`config.mk`:
```
export PLATFORM = sky130hd
export DESIGN_NAME = key_debounce
export DESIGN_NICKNAME = d
export VERILOG_FILES = /design/src/rtl/key_debounce.sv
export SDC_FILE = /design/constraint.sdc
export NUM_CORES = 1
export LEC_CHECK = 0
export BUFFER_PORTS_ARGS = -buffer_cell sky130_fd_sc_hd__buf_2
export CAP_MARGIN = 20
export CORE_MARGIN = 3
export CORE_UTILIZATION = 40
export DETAILED_ROUTE_END_ITERATION = 6
export SYNTH_ARGS = -nofsm -noshare
export SYNTH_HDL_FRONTEND = slang
export SYNTH_SLANG_ARGS = --single-unit
```
`constraint.sdc`:
```
create_clock -name sys_clk -period 2.64 [get_ports sys_clk]
set_input_delay 0.132 -clock sys_clk [delete_from_list [all_inputs] [get_ports sys_clk]]
set_output_delay 0.132 -clock sys_clk [all_outputs]
set_load 0.02 [all_outputs]
```
`src/rtl/key_debounce.sv`:
```
// Conditions raw active-low push-buttons into debounced levels plus
// press / release / long-press single-cycle pulses, all in the sys_clk domain.
module key_debounce #(
  parameter int unsigned KEY_W        = 4,
  parameter logic [24:0] debounce_val = 25'd999_999,
  parameter logic [25:0] hold_val     = 26'd49_999_999
) (
  input  logic             sys_clk,
  input  logic             rst_n,
  input  logic [KEY_W-1:0] key_in,
  output logic [KEY_W-1:0] key_state,
  output logic [KEY_W-1:0] key_press,
  output logic [KEY_W-1:0] key_release,
  output logic [KEY_W-1:0] key_hold
);

  localparam logic [24:0] DB_LAST   = debounce_val - 25'd1;
  localparam logic [25:0] HOLD_LAST = hold_val - 26'd1;

  logic [KEY_W-1:0] sync1;
  logic [KEY_W-1:0] sync2;

  // Preset to released so a key held through reset is seen as a fresh press.
  always_ff @(posedge sys_clk or negedge rst_n) begin
    if (!rst_n) begin
      sync1 <= '1;
      sync2 <= '1;
    end else begin
      sync1 <= key_in;
      sync2 <= sync1;
    end
  end

  for (genvar k = 0; k < KEY_W; k++) begin : g_key
    logic [24:0] db_cnt;
    logic [25:0] hold_cnt;
    logic        state_q;
    logic        press_q;
    logic        release_q;
    logic        hold_q;
    logic        diff;

    always_comb begin
      diff = (~sync2[k]) != state_q;
    end

    always_ff @(posedge sys_clk or negedge rst_n) begin
      if (!rst_n) begin
        db_cnt    <= '0;
        state_q   <= 1'b0;
        press_q   <= 1'b0;
        release_q <= 1'b0;
      end else begin
        press_q   <= 1'b0;
        release_q <= 1'b0;
        if (!diff) begin
          db_cnt <= '0;
        end else if (db_cnt == DB_LAST) begin
          db_cnt    <= '0;
          state_q   <= ~state_q;
          press_q   <= ~state_q;
          release_q <= state_q;
        end else begin
          db_cnt <= db_cnt + 25'd1;
        end
      end
    end

    // Counter saturates at hold_val, so the match below can occur once per press.
    always_ff @(posedge sys_clk or negedge rst_n) begin
      if (!rst_n) begin
        hold_cnt <= '0;
        hold_q   <= 1'b0;
      end else if (!state_q) begin
        hold_cnt <= '0;
        hold_q   <= 1'b0;
      end else begin
        hold_q <= (hold_cnt == HOLD_LAST);
        if (hold_cnt != hold_val) begin
          hold_cnt <= hold_cnt + 26'd1;
        end
      end
    end

    assign key_state[k]   = state_q;
    assign key_press[k]   = press_q;
    assign key_release[k] = release_q;
    assign key_hold[k]    = hold_q;
  end

endmodule

```
==> reports/metrics.cfg, run 1 <==
[clock_network]
cts-buffers-inserted = 26
post_cts_repair_setup_buffers = 0
htree_num_levels = 1
cts.root.buffer_cell = clkbuf_16
cts_num_sinks = 228
cts_resized = 0
worstSkewPairLatency_ps = 520
cts_tree = built
cts.path.max_buffers = 3
cts.clk_slew.worst_paths_ps = 60

[synthesis]
syn_std_cell_area_um2 = 11400
syn-instance-count = 1166
ys_seq_elements = 228
synth_enable_flop_cells = 0
yosys.area.top_type = dfrtp_1
warning_count_from_the_yosys_run = 0
synth_top_cell_area_share_pct = 48.1
yosys-top-cells-area = dfrtp_1 (48%), nor2_1 (6.7%), xnor2_1 (6.1%), xor2_1 (6.1%), nand3_1 (3.3%)
ys_seq_area_share_pct = 50.0
synth-main-ff-cell = dfrtp_1
postSynth.asyncResetShare_pct = 100
syn-mean-instance-area_um2 = 9.81
number_of_nets_produced_by_synthesis = 1188
netlist_cell_types = 53

[floorplanning]
initial_cell_density_of_the_core_pct = 40.8
die_width_um = 175
ios = 22
core.rowCount = 61
coreArea_um2 = 28000
chipHeight_um = 175
design.die.area_um2 = 30700

[routing]
wl_per_cell_um = 13.4
detail_route.wirelength_mm = 21.2
ant_nets = 0
detail_route.vias_per_cell = 5.14
drt-pass1-iter-count = 4
remaining_drc_errors = 0
routed-via-count = 8134
drt_first_iter_violations = 432

[finish]
diodes = 0
drive_gt1_share_pct = 9.23
area_added_between_synthesis_and_finish_pct = 11.9
finish.net_count = 1205
stdcell_count = 1581
postLayoutCoreUtil_pct = 45.7

[global_route]
grt_pass1_vias = 7928
grt_start_max_net_pins = 69
gr-usage-all-layers_pct = 14.1
number_of_antenna_violations_at_the_first_check_in_global_routing = 0
grt.overflow.total = 0
grt_pass1_wl_mm = 37.7

[worst_setup_path]
classification_of_the_worst_setup_path = reg2reg
timing.critical_path.from = g_key[0].db_cnt[0]
critical_path_arrival_ps = 2570
critical_path.max_fanout = 25
crit_path_end_kind = flop
setup.worst_path.start_class = flop
crit-reg2reg-launch = g_key[0].db_cnt[0]
crit_required_ps = 3020

[timing]
relSlewSlack_pct = 51.3
maxClockFrequency_mhz = 457
grt_setup_unrepaired = false
finalMaxSlewViolations = 0
min_period_over_period_pct = 82.9
setup_tns_ps = 0
timing.final.crit_period_ps = 2190
setup_viol = 0
clock_skew_ps = 8.21
report.final.hold_viol_count = 0
worst-slew-pin-transition_ps = 730

[pwr]
worst_ir_drop_vdd_mv = 0.392
p_int_w = 0.00591
power_w = 0.00747
pwr-share-clk_pct = 50.5
combinationalPowerShare_pct = 2.0
power_density_nw_per_um2 = 584
total_leakage_power_nw = 5.08
net-switching-power_w = 0.00156
relative_contribution_of_sequential_cells_to_total_power_pct = 47.5
power.share.switching_pct = 20.9

[run_status]
outcome = complete, no violations

[placed_design]
portBuffers = 21
hpwlAfterDp_mm = 13.9
placer_congestion_estimate = 0.785
dpl.cell_count = 1528

[min_path]
worst_hold_path_type = in2async

[run]
max_cap_viol_count = 0

==> cell families (layout without fill, tap and decap cells) <==
kind of cell | Yosys count | after routing | synth area share [%]
AND/OR/NAND/NOR | 612 | 612 | 28.7
multiplexers | 7 | 7 | 0.613
flip-flops | 228 | 228 | 50.0
buffers and inverters | 77 | 114 | 3.45
XOR/XNOR | 159 | 159 | 12.2
adder cells (fa/ha/maj) | 16 | 16 | 1.75
AO/OA/AOI/OAI | 67 | 67 | 3.33
==> power by group through the flow <==
stage	registers (W)	logic, W	clock network, W
finish	0.00355	0.000149	0.00377
global route	0.00355	0.000177	0.00405
CTS	0.00355	0.000159	0.00391
detailed placement	0.00361	0.000153	0
global placement	0.00361	0.000152	0
floorplan	0.00360	0.0000553	0
==> synthesized netlist by cell type, drive strengths merged, types with 4 or more instances <==
cell / n
buf: 31
dfrtp: 220
nor3b: 7
nand4: 64
and2: 6
a31oi: 10
ha: 16
nor4b: 11
nor2: 207
a21oi: 21
o31ai: 7
xnor2: 80
clkbuf: 15
nor3: 48
nand2b: 9
o21ai: 24
dfstp: 8
nor4: 21
nand3: 77
or4: 10
inv: 30
and3: 24
xor2: 79
and4: 20
mux2i: 7
nand2: 73
or3: 18
nor2b: 4
==> registers in the layout, indices dropped and copies added, names as in the netlist <==
name and flops:
g_key.release_q 4, sync2 4, g_key.hold_q 4, sync1 4, g_key.hold_cnt 104, g_key.db_cnt 100, g_key.state_q 4, g_key.press_q 4
==> per-stage QoR <==
stage          cell area [µm²]  setup slack [ps]  hold WS (ps)
2_1_floorplan            11400               776          -164
3_3_place_gp             11800               510           123
3_5_place_dp             11800               462           123
4_1_cts                  12800               442           170
5_1_grt                  12800               261           187
6_report                 12800               451           152
==> metal layers <==
layer | GRT usage, % | wire length, µm
met3 | 2.35 | 765
met1 | 20.5 | 10600
met4 | 3.06 | 357
met5 | 0 | 0
met2 | 22.1 | 9470
==> area by class of cell <==
type,count,area (µm²)
multi-input combinational,861,5330
clock inverter,12,170
timing repair buffer,35,258
clock buffer,36,739
inverter,31,116
fill,2687,15200
tap,378,473
sequential,228,5720
==> cell usage in the layout, fill, tap and decap left out, drive strengths merged, types with 2 or more instances in the layout <==
| master | count |
|---|---|
| a21oi | 21 |
| a31oi | 10 |
| and2 | 6 |
| and3 | 24 |
| and4 | 20 |
| and4b | 2 |
| buf | 30 |
| bufinv | 4 |
| clkbuf | 36 |
| clkinv | 5 |
| clkinvlp | 4 |
| dfrtp | 220 |
| dfstp | 8 |
| dlygate4sd3 | 5 |
| ha | 16 |
| inv | 30 |
| mux2i | 7 |
| nand2 | 73 |
| nand2b | 9 |
| nand3 | 77 |
| nand4 | 64 |
| nor2 | 207 |
| nor2b | 4 |
| nor3 | 48 |
| nor3b | 7 |
| nor4 | 21 |
| nor4b | 11 |
| nor4bb | 3 |
| o211ai | 2 |
| o21ai | 24 |
| o31ai | 7 |
| or2 | 3 |
| or3 | 18 |
| or4 | 10 |
| or4b | 3 |
| xnor2 | 80 |
| xor2 | 79 |
==> path summary, 6_finish.rpt <==
kind                       cells past startpoint  slack (ps)                    end
max                                            7         450    g_key[0].db_cnt[13]
min                                            2         150  g_key[3].hold_cnt[19]
max reg2reg                                    7         450    g_key[0].db_cnt[13]
min reg2reg                                    0         350               sync2[3]
max in group asynchronous                      3        1690               sync1[2]
min in group sys_clk                           2         260               sync1[3]
==> critical path, stage by stage, from the launching register on <==
cell     delay [ps]
dfrtp_1         430
inv_1            80
ha_1            130
nor3b_1         170
nand4_1         150
or4_1           590
nand2_2         390
nor2_1          110
==> what timing repair did <==
action / CTS / global route
hold buffers: 5 / 0
hold endpoints to repair: 65 / 0
endpoints found under the setup margin: 0 / 0
Note: power is estimated with default switching activity, not from simulation.
==> inputs of run 2 (changes only) <==
Clock period 2.64 ns to 2 ns, I/O delays scaled along.
==> run 2 against run 1 <==
Clock skew about the same. Die area unchanged. Sequential power grew 32%. Setup slack got worse by 320 ps. Largest power group unchanged.
==> reports/metrics.cfg, run 2 (synthesis gave the netlist of run 1 again) <==
[clock_network]
htree_num_levels = 1  ; unchanged
post_cts_repair_setup_buffers = 0  ; unchanged
cts_num_sinks = 228  ; unchanged
cts.clk_slew.worst_paths_ps = 60  ; about the same
cts_tree = built
cts-buffers-inserted = 27  ; +3.8%
cts.path.max_buffers = 3  ; unchanged
cts.root.buffer_cell = clkbuf_16
worstSkewPairLatency_ps = 520  ; about the same

[worst_setup_path]
crit_required_ps = 2400  ; -620 ps
cp.buffers_inverters = 1  ; unchanged
critPathTopFamily = simple AND/OR/NAND/NOR gates
setup.worst_path.start_class = flop
crit_path_end_kind = flop
critical_path.cell_chain = nor4b_2, nand4_1, or4_4, nand2_4, buf_12, nor2_1
classification_of_the_worst_setup_path = reg2reg
critical-path-slowest-cell = or4_4
timing.critical_path.slowest_cell_delay_ps = 590  ; about the same
critical_path_arrival_ps = 2270  ; -300 ps
critical_path.max_fanout = 13  ; -48%

[finish]
area_added_between_synthesis_and_finish_pct = 16.6
diodes = 0  ; unchanged
area.sequential_um2 = 5720  ; unchanged
finish.net_count = 1256  ; +4.2%
mostFrequentLayoutCells = dfrtp_1 (220), nor2_1 (205), xnor2_1 (80)
layout.cells.most_common = dfrtp_1
drive_gt1_share_pct = 14.0  ; +4.7 points
biggestRegsByFlops = g_key.hold_cnt x104, g_key.db_cnt x100
area_used_by_multi_input_combinational_logic_um2 = 5370  ; +0.89%
final_design_area_no_fill_um2 = 13300  ; +4.2%
biggest_register = g_key.hold_cnt
largest_register_ffs = 104  ; unchanged
fillerInstances = 2672  ; -0.56%

[timing]
setup_tns_ps = 0  ; unchanged
setup_viol = 0  ; unchanged
clock_skew_ps = 8.48  ; +0.266 ps
relSlewSlack_pct = 52.2  ; +0.94 points
worst-slew-pin-transition_ps = 716  ; -14.1 ps
hold_ws_ps = 111  ; -41.6 ps
finalMaxSlewViolations = 0  ; unchanged
maxClockFrequency_mhz = 536  ; +17%
min_period_over_period_pct = 93.4  ; +10 points
report.final.hold_viol_count = 0  ; unchanged
grt_setup_unrepaired = false
timing.final.crit_period_ps = 1870  ; -322 ps

[routing]
detail_route.wirelength_mm = 22.1  ; +4.0%
remaining_drc_errors = 0  ; unchanged
wl_per_cell_um = 13.5  ; +0.78%
routed-via-count = 8318  ; +2.3%
detail_route.vias_per_cell = 5.10  ; -0.93%
drt-pass1-iter-count = 4  ; unchanged
ant_nets = 0  ; unchanged
drt_first_iter_violations = 461  ; +6.7%

[placed_design]
placedInstanceArea_um2 = 12300  ; +3.7%
hpwlAfterDp_mm = 14.8  ; +6.6%
portBuffers = 21  ; unchanged
placer_congestion_estimate = 0.804  ; +2.4%

[floorplanning]
design.die.area_um2 = 30700  ; unchanged
ios = 22  ; unchanged
core.rowCount = 61  ; unchanged
initial_cell_density_of_the_core_pct = 40.8  ; unchanged
coreArea_um2 = 28000  ; unchanged
die_width_um = 175  ; unchanged
chipHeight_um = 175  ; unchanged

[pwr]
power_density_nw_per_um2 = 757  ; +30%
power_w = 0.0101  ; +35%
total_leakage_power_nw = 5.40  ; +6.4%
worst_ir_drop_vdd_mv = 0.514  ; +31%

[global_route]
grt_pass1_vias = 8449  ; +6.6%
grt_start_max_net_pins = 55  ; -20%
grt_pass1_wl_mm = 39.8  ; +5.5%
grt.overflow.total = 0  ; unchanged
number_of_antenna_violations_at_the_first_check_in_global_routing = 0  ; unchanged
gr-usage-all-layers_pct = 14.8  ; +0.74 points

[run]
max_cap_viol_count = 0  ; unchanged

[min_path]
worst_hold_path_type = in2async

[run_status]
outcome = complete, no violations

==> run 2: worst paths after layout <==
check / from / endpoint / slack (ps) / depth (start not counted)
setup / recovery: g_key[0].db_cnt[22] / g_key[0].db_cnt[2] / 130 / 6
hold / removal: rst_n / g_key[3].hold_cnt[18] / 110 / 2
setup reg to reg: g_key[0].db_cnt[22] / g_key[0].db_cnt[2] / 130 / 6
hold reg to reg: sync1[0] / sync2[0] / 360 / 0
max in group asynchronous: rst_n / g_key[0].db_cnt[10] / 1120 / 3
min in group sys_clk: key_in[2] / sync1[2] / 230 / 2
==> run 2: metrics by stage <==
step / utilization, % / setup WS [ps] / instances
6_report: 47.6 / 133 / 1632
2_1_floorplan: - / 136 / 1166
3_3_place_gp: 43.8 / 120 / 1578
5_1_grt: 47.6 / 11.3 / 1632
3_5_place_dp: 43.8 / 95.7 / 1578
4_1_cts: 47.4 / 71.7 / 1632
==> run 2: cell type report <==
type / instances / share of cell area [%]
Timing Repair Buffer: 85 / 5.22
Clock inverter: 11 / 1.20
Clock buffer: 38 / 5.98
Multi-Input combinational cell: 861 / 40.3
Sequential cell: 228 / 42.9
Tap cell: 378 / 3.55
Inverter: 31 / 0.873
==> run 2: repair_timing <==
item,in CTS,in global routing
gates resized for setup,0,12
endpoints found under the hold margin,170,0
hold buffers,5,0
setup endpoints to repair,0,38
==> run 2: routing by layer <==
metal	wire, µm	GRT usage [%]	part of all wire [%]	up-vias
met1	10900	21.1	49	4019
met5	0	0	0	-
met3	678	2.48	3.1	28
li1	-	-	-	4183
met4	412	3.32	1.9	0
met2	10100	23.7	46	88
==> run 2: where the power goes <==
group          switching (W)  total [W]  internal, W
combinational       0.000160   0.000243    0.0000833
sequential         0.0000279    0.00468      0.00465
clock                0.00189    0.00516      0.00327
